[config.mk]
export PLATFORM = sky130hd
export DESIGN_NAME = maxpool2d_2x2_stream
export DESIGN_NICKNAME = d
export VERILOG_FILES = /design/src/rtl/cnn_pkg.sv /design/src/rtl/maxpool_line_buf.sv /design/src/rtl/maxpool2d_2x2_stream.sv
export SDC_FILE = /design/constraint.sdc
export NUM_CORES = 1
export LEC_CHECK = 0
export ABC_CLOCK_PERIOD_IN_PS = 4740
export BUFFER_PORTS_ARGS = -buffer_cell sky130_fd_sc_hd__buf_2
export CORE_MARGIN = 5
export CORE_UTILIZATION = 55
export DETAILED_ROUTE_END_ITERATION = 8
export PLACE_DENSITY_LB_ADDON = 0.2
export SETUP_SLACK_MARGIN = 0.5
export SYNTH_ARGS = -nofsm -noshare
export SYNTH_HDL_FRONTEND = slang
export SYNTH_SLANG_ARGS = --single-unit
[constraint.sdc]
create_clock -name clk -period 4.74 [get_ports clk]
set_input_delay 0.474 -clock clk [delete_from_list [all_inputs] [get_ports clk]]
set_output_delay 0.474 -clock clk [all_outputs]
set_load 0.05 [all_outputs]
[src/rtl/cnn_pkg.sv]
`default_nettype none
// ============================================================================
//  Module      : cnn_pkg
//  Description : Shared constants and helpers for the CNN datapath stages
//                (sample format, layer-4 feature-map geometry, signed max).
//  Revision    : 1.0  initial release
// ============================================================================
package cnn_pkg;

    // Fixed-point sample width used between layers
    localparam int Q_DATA_W = 18;

    // Layer-4 conv2d output geometry
    localparam int L4_W = 16;
    localparam int L4_H = 16;
    localparam int L4_C = 32;

    // Signed max select: 1 when a is the maximum of (a, b). Operands are
    // sign-extended to 64 bits by the caller so one helper serves any width.
    function automatic logic smax_sel_a(input logic signed [63:0] a,
                                        input logic signed [63:0] b);
        return (a >= b);
    endfunction

endpackage
`default_nettype wire

[src/rtl/maxpool_line_buf.sv]
`default_nettype none
// ============================================================================
//  Module      : maxpool_line_buf
//  Description : Half-width line buffer holding horizontal-pair maxima of the
//                even input row. Synchronous write, asynchronous read, no
//                reset on the storage.
//  Revision    : 1.0  initial release
// ============================================================================
module maxpool_line_buf #(
    parameter int DEPTH  = 8,
    parameter int DATA_W = 18,
    parameter int AW     = 3
) (
    input  logic                     clk,
    input  logic                     we,
    input  logic [AW-1:0]            waddr,
    input  logic signed [DATA_W-1:0] wdata,
    input  logic [AW-1:0]            raddr,
    output logic signed [DATA_W-1:0] rdata
);

    logic [DATA_W-1:0] r_mem [DEPTH];

    // Store one pair maximum per accepted odd-column beat of an even row
    always_ff @(posedge clk) begin
        if (we) begin
            r_mem[waddr] <= wdata;
        end
    end

    assign rdata = r_mem[raddr];

endmodule
`default_nettype wire

[src/rtl/maxpool2d_2x2_stream.sv]
`default_nettype none
// ============================================================================
//  Module      : maxpool2d_2x2_stream
//  Description : Streaming 2x2 / stride-2 signed max-pool. One sample per
//                beat, planes in sequence, raster order within a plane.
//                Single registered output stage with valid/ready on both
//                sides; frames may follow each other with no gap.
//  Revision    : 1.0  initial release
// ============================================================================
module maxpool2d_2x2_stream
    import cnn_pkg::*;
#(
    parameter int WIDTH    = L4_W,
    parameter int HEIGHT   = L4_H,
    parameter int CHANNELS = L4_C,
    parameter int DATA_W   = Q_DATA_W
) (
    input  logic                     clk,
    input  logic                     rst,
    input  logic                     in_valid,
    output logic                     in_ready,
    input  logic signed [DATA_W-1:0] in_data,
    output logic                     out_valid,
    input  logic                     out_ready,
    output logic signed [DATA_W-1:0] out_data,
    output logic                     out_last
);

    localparam int c_COL_W    = (WIDTH    > 1) ? $clog2(WIDTH)    : 1;
    localparam int c_ROW_W    = (HEIGHT   > 1) ? $clog2(HEIGHT)   : 1;
    localparam int c_CH_W     = (CHANNELS > 1) ? $clog2(CHANNELS) : 1;
    localparam int c_LB_DEPTH = WIDTH / 2;
    localparam int c_LB_AW    = (c_LB_DEPTH > 1) ? $clog2(c_LB_DEPTH) : 1;

    localparam logic [c_COL_W-1:0] c_COL_LAST = c_COL_W'(WIDTH - 1);
    localparam logic [c_ROW_W-1:0] c_ROW_LAST = c_ROW_W'(HEIGHT - 1);
    localparam logic [c_CH_W-1:0]  c_CH_LAST  = c_CH_W'(CHANNELS - 1);

    localparam logic [0:0] c_ROW_EVEN = 1'b0;
    localparam logic [0:0] c_ROW_ODD  = 1'b1;

    // Odd plane dimensions cannot be pooled 2x2; refuse to elaborate
    if ((WIDTH % 2) != 0 || WIDTH < 2) begin : g_bad_width
        $error("maxpool2d_2x2_stream: WIDTH must be even and >= 2");
    end
    if ((HEIGHT % 2) != 0 || HEIGHT < 2) begin : g_bad_height
        $error("maxpool2d_2x2_stream: HEIGHT must be even and >= 2");
    end

    logic [c_COL_W-1:0]       r_col;
    logic [c_ROW_W-1:0]       r_row;
    logic [c_CH_W-1:0]        r_ch;
    logic [0:0]               r_state;
    logic [0:0]               w_state_nxt;
    logic signed [DATA_W-1:0] r_hreg;
    logic                     r_out_valid;
    logic signed [DATA_W-1:0] r_out_data;
    logic                     r_out_last;

    logic                     w_in_ready;
    logic                     w_accept;
    logic                     w_odd_col;
    logic                     w_col_last;
    logic                     w_row_last;
    logic                     w_ch_last;
    logic                     w_lb_we;
    logic                     w_load;
    logic                     w_frame_end;
    logic [c_LB_AW-1:0]       w_lb_addr;
    logic signed [DATA_W-1:0] w_lb_rdata;
    logic signed [DATA_W-1:0] w_hmax;
    logic signed [DATA_W-1:0] w_pmax;

    // Accept only when the output register is empty or draining this cycle
    assign w_in_ready = !r_out_valid || out_ready;
    assign w_accept   = in_valid && w_in_ready;

    assign w_odd_col   = r_col[0];
    assign w_col_last  = (r_col == c_COL_LAST);
    assign w_row_last  = (r_row == c_ROW_LAST);
    assign w_ch_last   = (r_ch  == c_CH_LAST);
    assign w_frame_end = w_ch_last && w_row_last && w_col_last;
    assign w_lb_addr   = c_LB_AW'(r_col >> 1);

    assign w_hmax = smax_sel_a(64'(r_hreg), 64'(in_data)) ? r_hreg : in_data;
    assign w_pmax = smax_sel_a(64'(w_hmax), 64'(w_lb_rdata)) ? w_hmax : w_lb_rdata;

    assign w_lb_we = w_accept && w_odd_col && (r_state == c_ROW_EVEN);
    assign w_load  = w_accept && w_odd_col && (r_state == c_ROW_ODD);

    maxpool_line_buf #(
        .DEPTH  (c_LB_DEPTH),
        .DATA_W (DATA_W),
        .AW     (c_LB_AW)
    ) u_line_buf (
        .clk   (clk),
        .we    (w_lb_we),
        .waddr (w_lb_addr),
        .wdata (w_hmax),
        .raddr (w_lb_addr),
        .rdata (w_lb_rdata)
    );

    // Position counters: col -> row -> channel, advancing on accepted beats
    always_ff @(posedge clk or posedge rst) begin
        if (rst) begin
            r_col <= '0;
            r_row <= '0;
            r_ch  <= '0;
        end else if (w_accept) begin
            if (w_col_last) begin
                r_col <= '0;
                if (w_row_last) begin
                    r_row <= '0;
                    r_ch  <= w_ch_last ? '0 : r_ch + 1'b1;
                end else begin
                    r_row <= r_row + 1'b1;
                end
            end else begin
                r_col <= r_col + 1'b1;
            end
        end
    end

    // Hold the even-column sample until its odd-column partner arrives
    always_ff @(posedge clk or posedge rst) begin
        if (rst) begin
            r_hreg <= '0;
        end else if (w_accept && !w_odd_col) begin
            r_hreg <= in_data;
        end
    end

    // Row-parity state register
    always_ff @(posedge clk or posedge rst) begin
        if (rst) begin
            r_state <= c_ROW_EVEN;
        end else begin
            r_state <= w_state_nxt;
        end
    end

    // Row-parity next state: flip on the last accepted beat of each row
    always_comb begin
        w_state_nxt = r_state;
        if (w_accept && w_col_last) begin
            case (r_state)
                c_ROW_EVEN: w_state_nxt = c_ROW_ODD;
                c_ROW_ODD:  w_state_nxt = c_ROW_EVEN;
                default:    w_state_nxt = c_ROW_EVEN;
            endcase
        end
    end

    // Output stage: load a new pooled value, else drain on acceptance
    always_ff @(posedge clk or posedge rst) begin
        if (rst) begin
            r_out_valid <= 1'b0;
            r_out_data  <= '0;
            r_out_last  <= 1'b0;
        end else if (w_load) begin
            r_out_valid <= 1'b1;
            r_out_data  <= w_pmax;
            r_out_last  <= w_frame_end;
        end else if (out_ready) begin
            r_out_valid <= 1'b0;
        end
    end

    assign in_ready  = w_in_ready;
    assign out_valid = r_out_valid;
    assign out_data  = r_out_data;
    assign out_last  = r_out_last;

endmodule
`default_nettype wire

# Word level (Yosys, flattened, before mapping)
# Memory sizes are Yosys's and may differ from the RTL's.
# Index checks and enable logic that the tools add are counted.
# W data, S select, Z words.
[totals] reg_bits=52 latch_bits=0 mem_bits_rw=144 rom_bits=0 in_bits=22 out_inout_bits=21 wordCells=42 memories=1
[classes] add_sub_neg=3 multipliers=0 div_mod_pow=0 magnitude_cmp=2 n_eq_ne=3 shifts=0 mux=10 bitwise_logic=1 n_reduce_logical=14
[memory_table] memory="u_line_buf.r_mem" words=8 width=18 rd=1 rd_ports_with_merged_regs=0 wr=1 line_no="maxpool_line_buf.sv:22" rtl="logic [DATA_W-1:0] r_mem [DEPTH];"
[op_table] op="$ge A18 B18 Y1" n=2
[op_table] op="$mux W18" n=2
[op_table] op="$add A4 B1 Y4 const B" n=2
[op_table] op="$eq A4 B4 Y1 const B" n=2
[op_table] op="$logic_and A1 B1 Y1" n=8
[op_table] op="$mux W4" n=2
[op_table] op="$add A5 B1 Y5 const B" n=1
[op_table] op="$eq A5 B5 Y1 const B" n=1
[op_table] op="$mux W5" n=1
[op_table] op="$mux W1" n=4
[op_table] op="$reduce_and A3 Y1" n=1
[op_table] op="$logic_not A1 Y1" n=2
[op_table] op="$pmux W1 S2" n=1
[op_table] op="$reduce_and A2 Y1" n=1
[op_table] op="$reduce_bool A2 Y1" n=1
[op_table] op="$logic_or A1 B1 Y1" n=1
[op_table] op="$not A1 Y1" n=1

# Logic depth before layout (Yosys ltp)
# Gate-level depths: netlist of the first run.
[logic_depth] ltp_word=7 depth_mapped=21 depth_no_buf=17

# Modules after synthesis
# From an unflattened synthesis of the first run, not the netlist that was laid out.
[hier_totals] hier_cells=585 area_unflattened_um2=9086.2
[modules_own_cells] module="maxpool_line_buf" n_inst=1 cells_each=221 area_each_um2=5604.1 seq_area_each_um2=4324.1
[modules_own_cells] module="maxpool2d_2x2_stream" n_inst=1 cells_each=364 area_each_um2=3482.1 seq_area_each_um2=1301.2

# Least setup slack after synthesis of the first run
# Ideal clock, no wire load.
[synth_path] path_type="input -> register" start="input port in_data[8]" end="register r_out_data[2] (netlist: out_data[2])" setup_ns=0.121 arrival_time_ns=4.832 t_required_ns=4.619 path_slack_ns=-0.213 stages=18 n_path_buf=3 cell_sequence="inv_1 > ha_1 > and4_1 > nor4b_1 > a2111o_1 > a21o_1 > clkbuf_1 > clkbuf_1 > o21ai_0 > ha_1 > a21o_1 > a21o_1 > a221o_1 > a211oi_2 > mux2i_2 > clkbuf_1 > a21oi_1 > a22o_1"
[synth_via] elab_chain_len=4
[synth_rtl] element="start, declared" line_no="maxpool2d_2x2_stream.sv:22" rtl="input logic signed [DATA_W-1:0] in_data,"
[synth_rtl] element="$ge A18 B18 Y1" line_no="cnn_pkg.sv:22" rtl="return (a >= b);"
[synth_rtl] element="$mux W18 (*)" line_no="maxpool2d_2x2_stream.sv:85" rtl="assign w_hmax = smax_sel_a(64'(r_hreg), 64'(in_data)) ? r_hreg : in_data;"
[synth_rtl] element="net u_line_buf.wdata[8]" line_no="maxpool_line_buf.sv:17" rtl="input logic signed [DATA_W-1:0] wdata,"
[synth_rtl] element="$ge A18 B18 Y1 (*)" line_no="cnn_pkg.sv:22"
[synth_rtl] element="$mux W18 (*)" line_no="maxpool2d_2x2_stream.sv:86" rtl="assign w_pmax = smax_sel_a(64'(w_hmax), 64'(w_lb_rdata)) ? w_hmax : w_lb_rdata;"
[synth_rtl] element="end signal, assigned" line_no="maxpool2d_2x2_stream.sv:163" rtl="r_out_data <= w_pmax;"
[synth_rtl] element="end, declared" line_no="maxpool2d_2x2_stream.sv:57" rtl="logic signed [DATA_W-1:0] r_out_data;"
# The timed path passes the listed nets; every way through them passes the cells marked *.
# A chain may end at the register's enable or synchronous reset.

# Worst setup path after layout of the first run
[layout_path] start="register r_hreg[8]" end="register r_out_data[4] (netlist: out_data[4])"
[layout_via] elab_chain_len=4
[layout_rtl] element="start, declared" line_no="maxpool2d_2x2_stream.sv:55" rtl="logic signed [DATA_W-1:0] r_hreg;"
[layout_rtl] element="start signal, assigned" line_no="maxpool2d_2x2_stream.sv:130" rtl="r_hreg <= in_data;"
[layout_rtl] element="$ge A18 B18 Y1" line_no="cnn_pkg.sv:22"
[layout_rtl] element="$mux W18" line_no="maxpool2d_2x2_stream.sv:85"
[layout_rtl] element="net u_line_buf.wdata[3]" line_no="maxpool_line_buf.sv:17"
[layout_rtl] element="$ge A18 B18 Y1" line_no="cnn_pkg.sv:22"
[layout_rtl] element="$mux W18" line_no="maxpool2d_2x2_stream.sv:86"
# The timed path passes the listed nets, and every way through them passes these cells.

==> flow_summary.ini, run 1 <==
[status]
status = completed

[synth]
synth_common_cells = edfxtp_1, dfrtp_1, nand2_1
ys_types = 53
yosysMostFrequentCell = edfxtp_1
syn_area_um2 = 8860
syn_nets = 720
ys.flop_type = edfxtp_1
yosysTopAreaCellShare_pct = 48.81
yosysSeqAreaShare_pct = 63.49
yosys.area.top_type = edfxtp_1
synth_enable_flop_cells = 144
avgSynthCellArea_um2 = 13.46
synth_cells = 658
synthTopCellsByArea = edfxtp_1, dfrtp_1, ha_1
yosysWarnings = 0
async_flop_share_pct = 26.53
ys_ff_latch = 196

[worst_setup_path]
path_cells = ha_4, o21ai_1, nor2_1, a2111o_1, a21o_4, buf_12, o21ai_4, ha_4, a21oi_2, o221ai_1, a221o_1, a211oi_4, mux2i_4, buf_6, buf_16, a221o_1, a22o_1
slowest_stage = a2111o_1
start_kind = register
startpoint = r_hreg[8]
critPathArrivalTime_ns = 4.54
slowest_delay_ns = 0.50
worstRegToRegCells = 17
r2r-start = r_hreg[8]
cp_max_fo = 17
worstReg2RegEnd = out_data[4]
crit_end = out_data[4]
worst_setup_path_end_kind = register
crit_type = reg -> reg
worstPathRequired_ns = 5.06
reg2reg_setup_slack_ns = 0.52

[floorplanning]
dieWidth_um = 136.9
die_h_um = 136.9
ios = 43
row_count = 46
start_util_pct = 55.98
die_area_um2 = 18750
core_um2 = 15830

[drt]
viasPerCell = 6.085
wl_per_cell_um = 21.72
wirelength_um = 21310
ant_nets = 0
drt_iter0_drc = 475
drc = 0
firstDrtPassIters = 5
vias = 5969

[clock_tree]
cts_root_buf = clkbuf_16
clock_latency_ns = 0.44
numCtsBuffers = 17
cts_max_path_buffers = 2
cts.hold.buffers_added = 0
cts_tree = built
cts_htree_levels = 4
cts_sinks = 196
path_clk_slew_ns = 0.07

[cells_and_area]
n_antenna_cell = 0
final_layout_size_suffix_gt1_share_pct = 32.81
area_growth_syn_to_layout_pct = 22.06
layout.nets = 814

[sta]
finClkSkew_ns = 0.01057
rsz0062_at_grt = true
worst_slew_pin_slew_ns = 1.084
drv_slew = 0
max_freq_mhz = 237.1
period_minus_slack_ns = 4.217
slew_headroom_pct = 27.63
fin_crit_sh_pct = 88.97
setup_ws_ns = 0.5227
hold_violations = 0
setup-violations-final = 0

[place]
portBuffers = 42
hpwl_um = 14080
dp_slack_ns = -0.1622
routabilityCongestion = 0.8777

[global_route]
grt_max_degree = 53
overflow = 0
grt_pass1_wl_um = 32690
grtUsageTotal_pct = 23.33
antenna_found_initial = 0
grt_pass1_vias = 5981

[run]
drv_cap = 0

[hold_path]
hp-class = in -> reg
-- final cells by class --
cell class	count	area, um^2
clock buffers	21	471.7
clock inverters	11	76.32
fillers	1105	5014
inverters	36	135.1
multi-input cells	393	3437
flip-flops and latches	196	5629
well taps	216	270.3
repair buffers	108	794.5
-- logic make-up after synthesis --
logic type / share of synthesized area [%]
muxes: 7.400
AOI/OAI and AO/OA: 13.15
and+or+nand+nor: 6.849
adders and majority gates: 5.649
buffers and inverters: 3.163
xor gates and xnor gates: 0.2966
DFF: 63.49
-- per-layer routing --
layer,vias to the layer above,track usage [%],part of all wire (%)
met5,-,0,0
met4,0,6.818,1.4
li1,2728,-,-
met2,242,37.87,50
met1,2979,32.20,42
met3,20,4.596,6.9
-- how the worst min path moves through the flow --
| stage | start | to | slack, ns | cells after the start |
|---|---|---|---|---|
| global placement | out_last | out_last | 0.47 | 2 |
| global route | in_data[2] | r_hreg[2] | 0.27 | 2 |
| finish | in_data[15] | r_hreg[15] | 0.28 | 2 |
| detailed placement | r_row[3] | r_row[3] | 0.47 | 1 |
| floorplan | r_row[3] | r_row[3] | 0.44 | 1 |
| CTS | in_data[3] | r_hreg[3] | 0.27 | 2 |
-- critical path, delay by kind of cell, from the launching register on --
kind,cells,cell delay [ns]
adders and majority gates,2,0.46
muxes,1,0.11
DFF,1,0.41
buffers and inverters,3,0.45
AOI/OAI and AO/OA,10,2.55
and+or+nand+nor,1,0.09
-- repair_timing --
action	in CTS	in global routing
pin swaps	17	15
gates resized for setup	41	37
cloned	4	0
buffers inserted	13	8
endpoints found under the setup margin	18	18
hold endpoints to repair	0	0
-- cells in the final DEF (no fill, tap or decap), types with 28 or more instances in the layout --
master,instances
edfxtp_1,144
buf_4,60
dfrtp_1,51
buf_2,42
nand2_1,40
nor2_1,34
mux2_2,31
inv_1,28
a22oi_1,28
-- per-stage QoR --
step           TNS, ns  instance area (um^2)  std cells  utilization (%)  hold WS, ns
6_report             0                 10810        981            68.32       0.2792
5_1_grt              0                 10810        981            68.32       0.2718
4_1_cts              0                 10570        973            66.77       0.2708
3_5_place_dp    -1.667                  9632        924            60.85       0.4718
3_3_place_gp   -0.1014                  9632        924            60.85       0.4655
2_1_floorplan        0                  8974        658                -       0.4436
-- sequential cells by signal (all words and copies together), names as in the netlist --
register / flops
out_data: 18
u_line_buf.r_mem: 144
r_row: 4
r_ch: 5
r_col: 4
r_hreg: 18
out_last: 1
out_valid: 1
r_state: 1
Power of run 1 is left out: the tool's default activity adds up to more than one toggle a clock period on the data nets, which glitch-free logic cannot reach.
==> run 2: changes to the inputs <==
--- a/config.mk
+++ b/config.mk
@@ -7,11 +7,11 @@
 export LEC_CHECK = 0
 export ABC_CLOCK_PERIOD_IN_PS = 4740
 export BUFFER_PORTS_ARGS = -buffer_cell sky130_fd_sc_hd__buf_2
+export CAP_MARGIN = 40
 export CORE_MARGIN = 5
 export CORE_UTILIZATION = 55
 export DETAILED_ROUTE_END_ITERATION = 8
 export PLACE_DENSITY_LB_ADDON = 0.2
-export SETUP_SLACK_MARGIN = 0.5
 export SYNTH_ARGS = -nofsm -noshare
 export SYNTH_HDL_FRONTEND = slang
 export SYNTH_SLANG_ARGS = --single-unit
==> constraint.sdc (replaced) <==
create_clock -name clk -period 4.74 [get_ports clk]
set_input_delay 0 -clock clk [delete_from_list [all_inputs] [get_ports clk]]
set_output_delay 0 -clock clk [all_outputs]
set_load 0.05 [all_outputs]
==> flow_summary.ini, run 2 (same netlist as run 1, synthesis figures left out) <==
[status]
status = completed

[drt]
firstDrtPassIters = 5
drc = 0
viasPerCell = 6.102
ant_nets = 0
wl_per_cell_um = 21.25
vias = 5943
wirelength_um = 20700
drt_iter0_drc = 546

[cells_and_area]
stdcell_area_um2 = 10380
largest_reg_flops = 144
area_growth_syn_to_layout_pct = 17.17
final_cell_mix = edfxtp_1, dfrtp_1, nand2_1
instances_no_fill = 974
n_antenna_cell = 0
largest_register = u_line_buf.r_mem
final_layout_size_suffix_gt1_share_pct = 23.22
layout.nets = 807
mostFrequentLayoutCell = edfxtp_1
num-fill-cells = 1119

[worst_setup_path]
worstReg2RegEnd = out_data[13]
worstPathRequired_ns = 5.06
start_kind = register
crit_end = out_data[13]
reg2reg_setup_slack_ns = 0.19
worst_setup_path_end_kind = register
critPathArrivalTime_ns = 4.87
worstRegToRegCells = 19
r2r-start = r_hreg[0]
startpoint = r_hreg[0]
crit_type = reg -> reg
cp_max_fo = 35

[floorplanning]
die_h_um = 136.9
ios = 43
die_area_um2 = 18750
core_um2 = 15830
start_util_pct = 55.98
row_count = 46
dieWidth_um = 136.9

[clock_tree]
numCtsBuffers = 17
cts_root_buf = clkbuf_16
path_clk_slew_ns = 0.07
cts_max_path_buffers = 2
cts_tree = built
cts_htree_levels = 4
cts_setup_buffers = 0
clock_latency_ns = 0.43
cts_sinks = 196

[global_route]
antenna_found_initial = 0
grtUsageTotal_pct = 23.27
overflow = 0
grt_pass1_vias = 5938
grt_max_degree = 47
grt_pass1_wl_um = 32580

[sta]
max_freq_mhz = 219.7
setup-violations-final = 0
finClkSkew_ns = 0.01327
worst_slew_pin_slew_ns = 0.8518
fin_crit_sh_pct = 96.02
slew_headroom_pct = 42.91
setup_ws_ns = 0.1887
hold_violations = 0
period_minus_slack_ns = 4.551
drv_slew = 0
hold_slack_ns = 0.1764

[place]
dp_slack_ns = -0.005526
placed_cell_area_um2 = 9583
hpwl_um = 14150
portBuffers = 42
routabilityCongestion = 0.9069
dp.cells = 921

[pwr]
power.total_mw = 7.860
power_density_nw_per_um2 = 757.1
p_leak_nw = 4.079
ir_drop_uv = 636.9

[run]
drv_cap = 0

[hold_path]
hp-class = in -> async
==> run 2: power breakdown <==
| part | internal [mW] | switching, mW |
|---|---|---|
| combinational | 1.45 | 2.42 |
| clock | 0.740 | 0.608 |
| sequential | 2.41 | 0.223 |
| total | 4.61 | 3.25 |
==> run 2: layer usage <==
layer	share of wire (%)	global-route usage, %
met1	43	31.90
met2	49	37.33
met3	7.0	5.110
met4	1.4	7.373
met5	0	0
==> run 2: worst min-delay path by stage <==
| stage | startpoint | endpoint | slack (ns) | cells after the start |
|---|---|---|---|---|
| after global routing | rst | r_row[1] | 0.24 | 3 |
| after global placement | in_data[13] | r_hreg[13] | 0.25 | 2 |
| after CTS | rst | r_ch[0] | 0.18 | 3 |
| after floorplan | in_data[0] | r_hreg[0] | 0.12 | 2 |
| after detailed placement | rst | r_ch[0] | 0.1 | 2 |
| final | rst | r_ch[0] | 0.18 | 3 |
==> run 2: repair_timing <==
item                                    CTS  global route
endpoints found under the setup margin    4            18
hold endpoints to repair                 51             0
gates resized for setup                   1            16
hold buffers                             21             0
cloned                                    0             0
==> run 2: layout make-up <==
type	count	area (um^2)	share of cell area, %
clock inverters	9	67.56	0.6508
well taps	216	270.3	2.603
multi-input cells	392	3039	29.28
inverters	36	135.1	1.302
repair buffers	102	750.7	7.232
flip-flops and latches	196	5627	54.20
clock buffers	23	491.7	4.737
==> run 2: per-stage QoR <==
step	TNS (ns)	util, %
CTS	0	65.41
global route	-0.002828	65.59
floorplan	0	-
detailed placement	-0.006896	60.55
global placement	0	60.32
finish	0	65.59
==> run 2: worst max-delay path: stages, from the launching register on <==
cell and delay [ns]:
dfrtp_1 0.40, inv_1 0.08, ha_1 0.22, nand2b_1 0.14, a21oi_1 0.18, nor4b_1 0.09, a2111o_1 0.43, a21o_4 0.29
buf_4 0.21, mux2i_1 0.27, inv_1 0.25, ha_1 0.26, and3_1 0.14, o21ai_0 0.23, a21oi_1 0.15, a211oi_4 0.23
mux2i_4 0.31, buf_12 0.22, a21oi_1 0.11, a22o_1 0.23
No activity file was read; power rests on OpenSTA's default activity.
==> run 3: changes to the inputs <==
--- a/config.mk
+++ b/config.mk
@@ -5,11 +5,14 @@
 export SDC_FILE = /design/constraint.sdc
 export NUM_CORES = 1
 export LEC_CHECK = 0
+export ABC_AREA = 1
 export ABC_CLOCK_PERIOD_IN_PS = 4740
 export BUFFER_PORTS_ARGS = -buffer_cell sky130_fd_sc_hd__buf_2
 export CAP_MARGIN = 40
 export CORE_MARGIN = 5
 export CORE_UTILIZATION = 55
+export CTS_BUF_LIST = sky130_fd_sc_hd__clkbuf_2
+export CTS_CLUSTER_DIAMETER = 50
 export DETAILED_ROUTE_END_ITERATION = 8
 export PLACE_DENSITY_LB_ADDON = 0.2
 export SYNTH_ARGS = -nofsm -noshare
==> flow_summary.ini, run 3 <==
[status]
status = completed

[clock_tree]
cts_tree = built
cts_htree_levels = 4
clock_latency_ns = 0.76
cts_root_buf = clkbuf_2
numCtsBuffers = 17
cts_max_path_buffers = 2
cts_sinks = 196
path_clk_slew_ns = 0.25

[sta]
max_freq_mhz = 229.6
finClkSkew_ns = 0.03774
slew_headroom_pct = 48.22
fin_crit_sh_pct = 91.89
hold_violations = 0
worst_slew_pin_slew_ns = 0.7767
setup-violations-final = 0
period_minus_slack_ns = 4.356
setup_ws_ns = 0.3844
hold_slack_ns = 0.08141
rsz0062_at_grt = false
finalSetupTns_ns = 0
drv_slew = 0

[worst_setup_path]
startpoint = in_data[13]
crit_buf_inv = 4
cp_common_cell = nand2_1
start_kind = primary input
slowest_stage = dlygate4sd3_1
cp_max_fo = 36
worstPathRequired_ns = 5.41
worst_setup_path_end_kind = register
crit_type = in -> reg
critPathArrivalTime_ns = 5.03
r2r-start = r_hreg[13]
slowest_delay_ns = 0.56
path_delay_family = simple AND/OR/NAND/NOR gates

[drt]
wirelength_um = 21160
ant_nets = 0
routed-wl-met3_um = 1040
vias = 6584
firstDrtPassIters = 5
viasPerCell = 5.401
drt_iter0_drc = 463
highest_layer = met4
wl_per_cell_um = 17.36
drt-met1-wl_um = 9651
drc = 0
met2WireLength_um = 10120

[cells_and_area]
largest_reg_flops = 144
largest_register = u_line_buf.r_mem
area_growth_syn_to_layout_pct = 11.11
layout.nets = 1048
final_cell_mix = nand2_1, inv_1, edfxtp_1
final_layout_size_suffix_gt1_share_pct = 11.52
stdcell_area_um2 = 10260
num-fill-cells = 1333
mostFrequentLayoutCell = nand2_1
instances_no_fill = 1219
post-route-util_pct = 62.09

[global_route]
overflow = 0
grt_pass1_wl_um = 33390
grtUsageTotal_pct = 22.13
antenna_found_initial = 1
grt_pass1_vias = 6283
grt_max_degree = 53

[place]
routabilityCongestion = 0.8610
hpwl_um = 13540
dp.cells = 1151
dp_slack_ns = 0.5279
placed_cell_area_um2 = 9718
portBuffers = 42

[synth]
ys_types = 39
yosysMostFrequentCell = nand2_1
yosysSeqAreaShare_pct = 60.92
ys.flop_type = edfxtp_1
yosysTopAreaCellShare_pct = 46.83
synth_common_cells = nand2_1, inv_1, edfxtp_1
yosys.area.top_type = edfxtp_1
ys_ff_latch = 196
synth_cells = 900
async_flop_share_pct = 26.53
synth_enable_flop_cells = 144
avgSynthCellArea_um2 = 10.26
syn_area_um2 = 9234
yosysWarnings = 0
synthTopCellsByArea = edfxtp_1, dfrtp_1, nand2_1
syn_nets = 962

[floorplanning]
ios = 43
die_h_um = 139.6
die_area_um2 = 19480
row_count = 47
start_util_pct = 55.88
core_um2 = 16520
dieWidth_um = 139.6

[pwr]
p_leak_nw = 4.599
power_density_nw_per_um2 = 695.7
power.total_mw = 7.138
ir_drop_uv = 606.2

[run]
drv_cap = 0

[hold_path]
hp-start = in_data[8]
hp-class = in -> reg
[run 3: layout make-up]
| class | count | area, um^2 | share of cell area [%] |
|---|---|---|---|
| Sequential cell | 196 | 5625 | 54.83 |
| Multi-Input combinational cell | 526 | 2912 | 28.38 |
| Timing Repair Buffer | 91 | 688.2 | 6.707 |
| Inverter | 154 | 578.1 | 5.634 |
| Tap cell | 220 | 275.3 | 2.683 |
| Clock buffer | 19 | 95.09 | 0.9268 |
| Clock inverter | 12 | 83.83 | 0.8171 |
| Antenna cell | 1 | 2.502 | 0.02439 |
[run 3: final timing paths]
| check | slack, ns | cells after the start | endpoint |
|---|---|---|---|
| min in group asynchronous | 0.50 | 5 | r_row[3] |
| worst min register to register | 0.52 | 2 | out_data[10] |
| worst max-delay path | 0.38 | 25 | out_data[9] |
| worst min-delay path | 0.08 | 4 | r_hreg[8] |
| max in group asynchronous | 3.77 | 5 | out_data[0] |
| worst max register to register | 0.41 | 21 | out_data[9] |
[run 3: where the power goes]
group          total, mW  switching, mW  internal (mW)
Clock              0.698          0.557          0.141
Sequential          2.64          0.211           2.43
Combinational       3.80           2.70           1.10
[run 3: per-layer routing]
metal	track usage, %	up-vias
met5	0	-
met4	6.884	0
met3	3.328	32
met2	36.11	198
met1	31.01	3161
li1	-	3193
[run 3: cells by family (layout without fill, tap and decap cells)]
group | after synthesis | count (layout) | share of synthesized area [%]
xor+xnor | 4 | 4 | 0.3794
simple gates | 368 | 368 | 17.90
compound gates | 114 | 114 | 7.547
buf+inv | 178 | 276 | 7.832
flops | 196 | 196 | 60.92
fa+ha+maj | 40 | 40 | 5.420
other cells | 0 | 1 | 0
[run 3: worst register-to-register path: stages, from the launching register on]
cell and delay (ns):
dfrtp_1 0.47, ha_1 0.31, a21oi_1 0.22, a21oi_1 0.10, nor2_1 0.16, nand2_1 0.09, nand2_2 0.28, nand3_4 0.28
nand2_1 0.15, nand2_1 0.20, ha_1 0.44, nand2_1 0.09, nor2_1 0.21, nand2_1 0.12, nor2_1 0.11, nand2_1 0.07
nand4_1 0.13, nand3_4 0.35, nor2_1 0.25, nor2_1 0.07, nand2_1 0.08, nand2_1 0.05
[run 3: what timing repair did]
action | CTS | global route
buffers inserted | 0 | 0
resized for setup | 0 | 0
setup endpoints to repair | 0 | 0
hold endpoints to repair | 247 | 0
hold buffers | 36 | 0
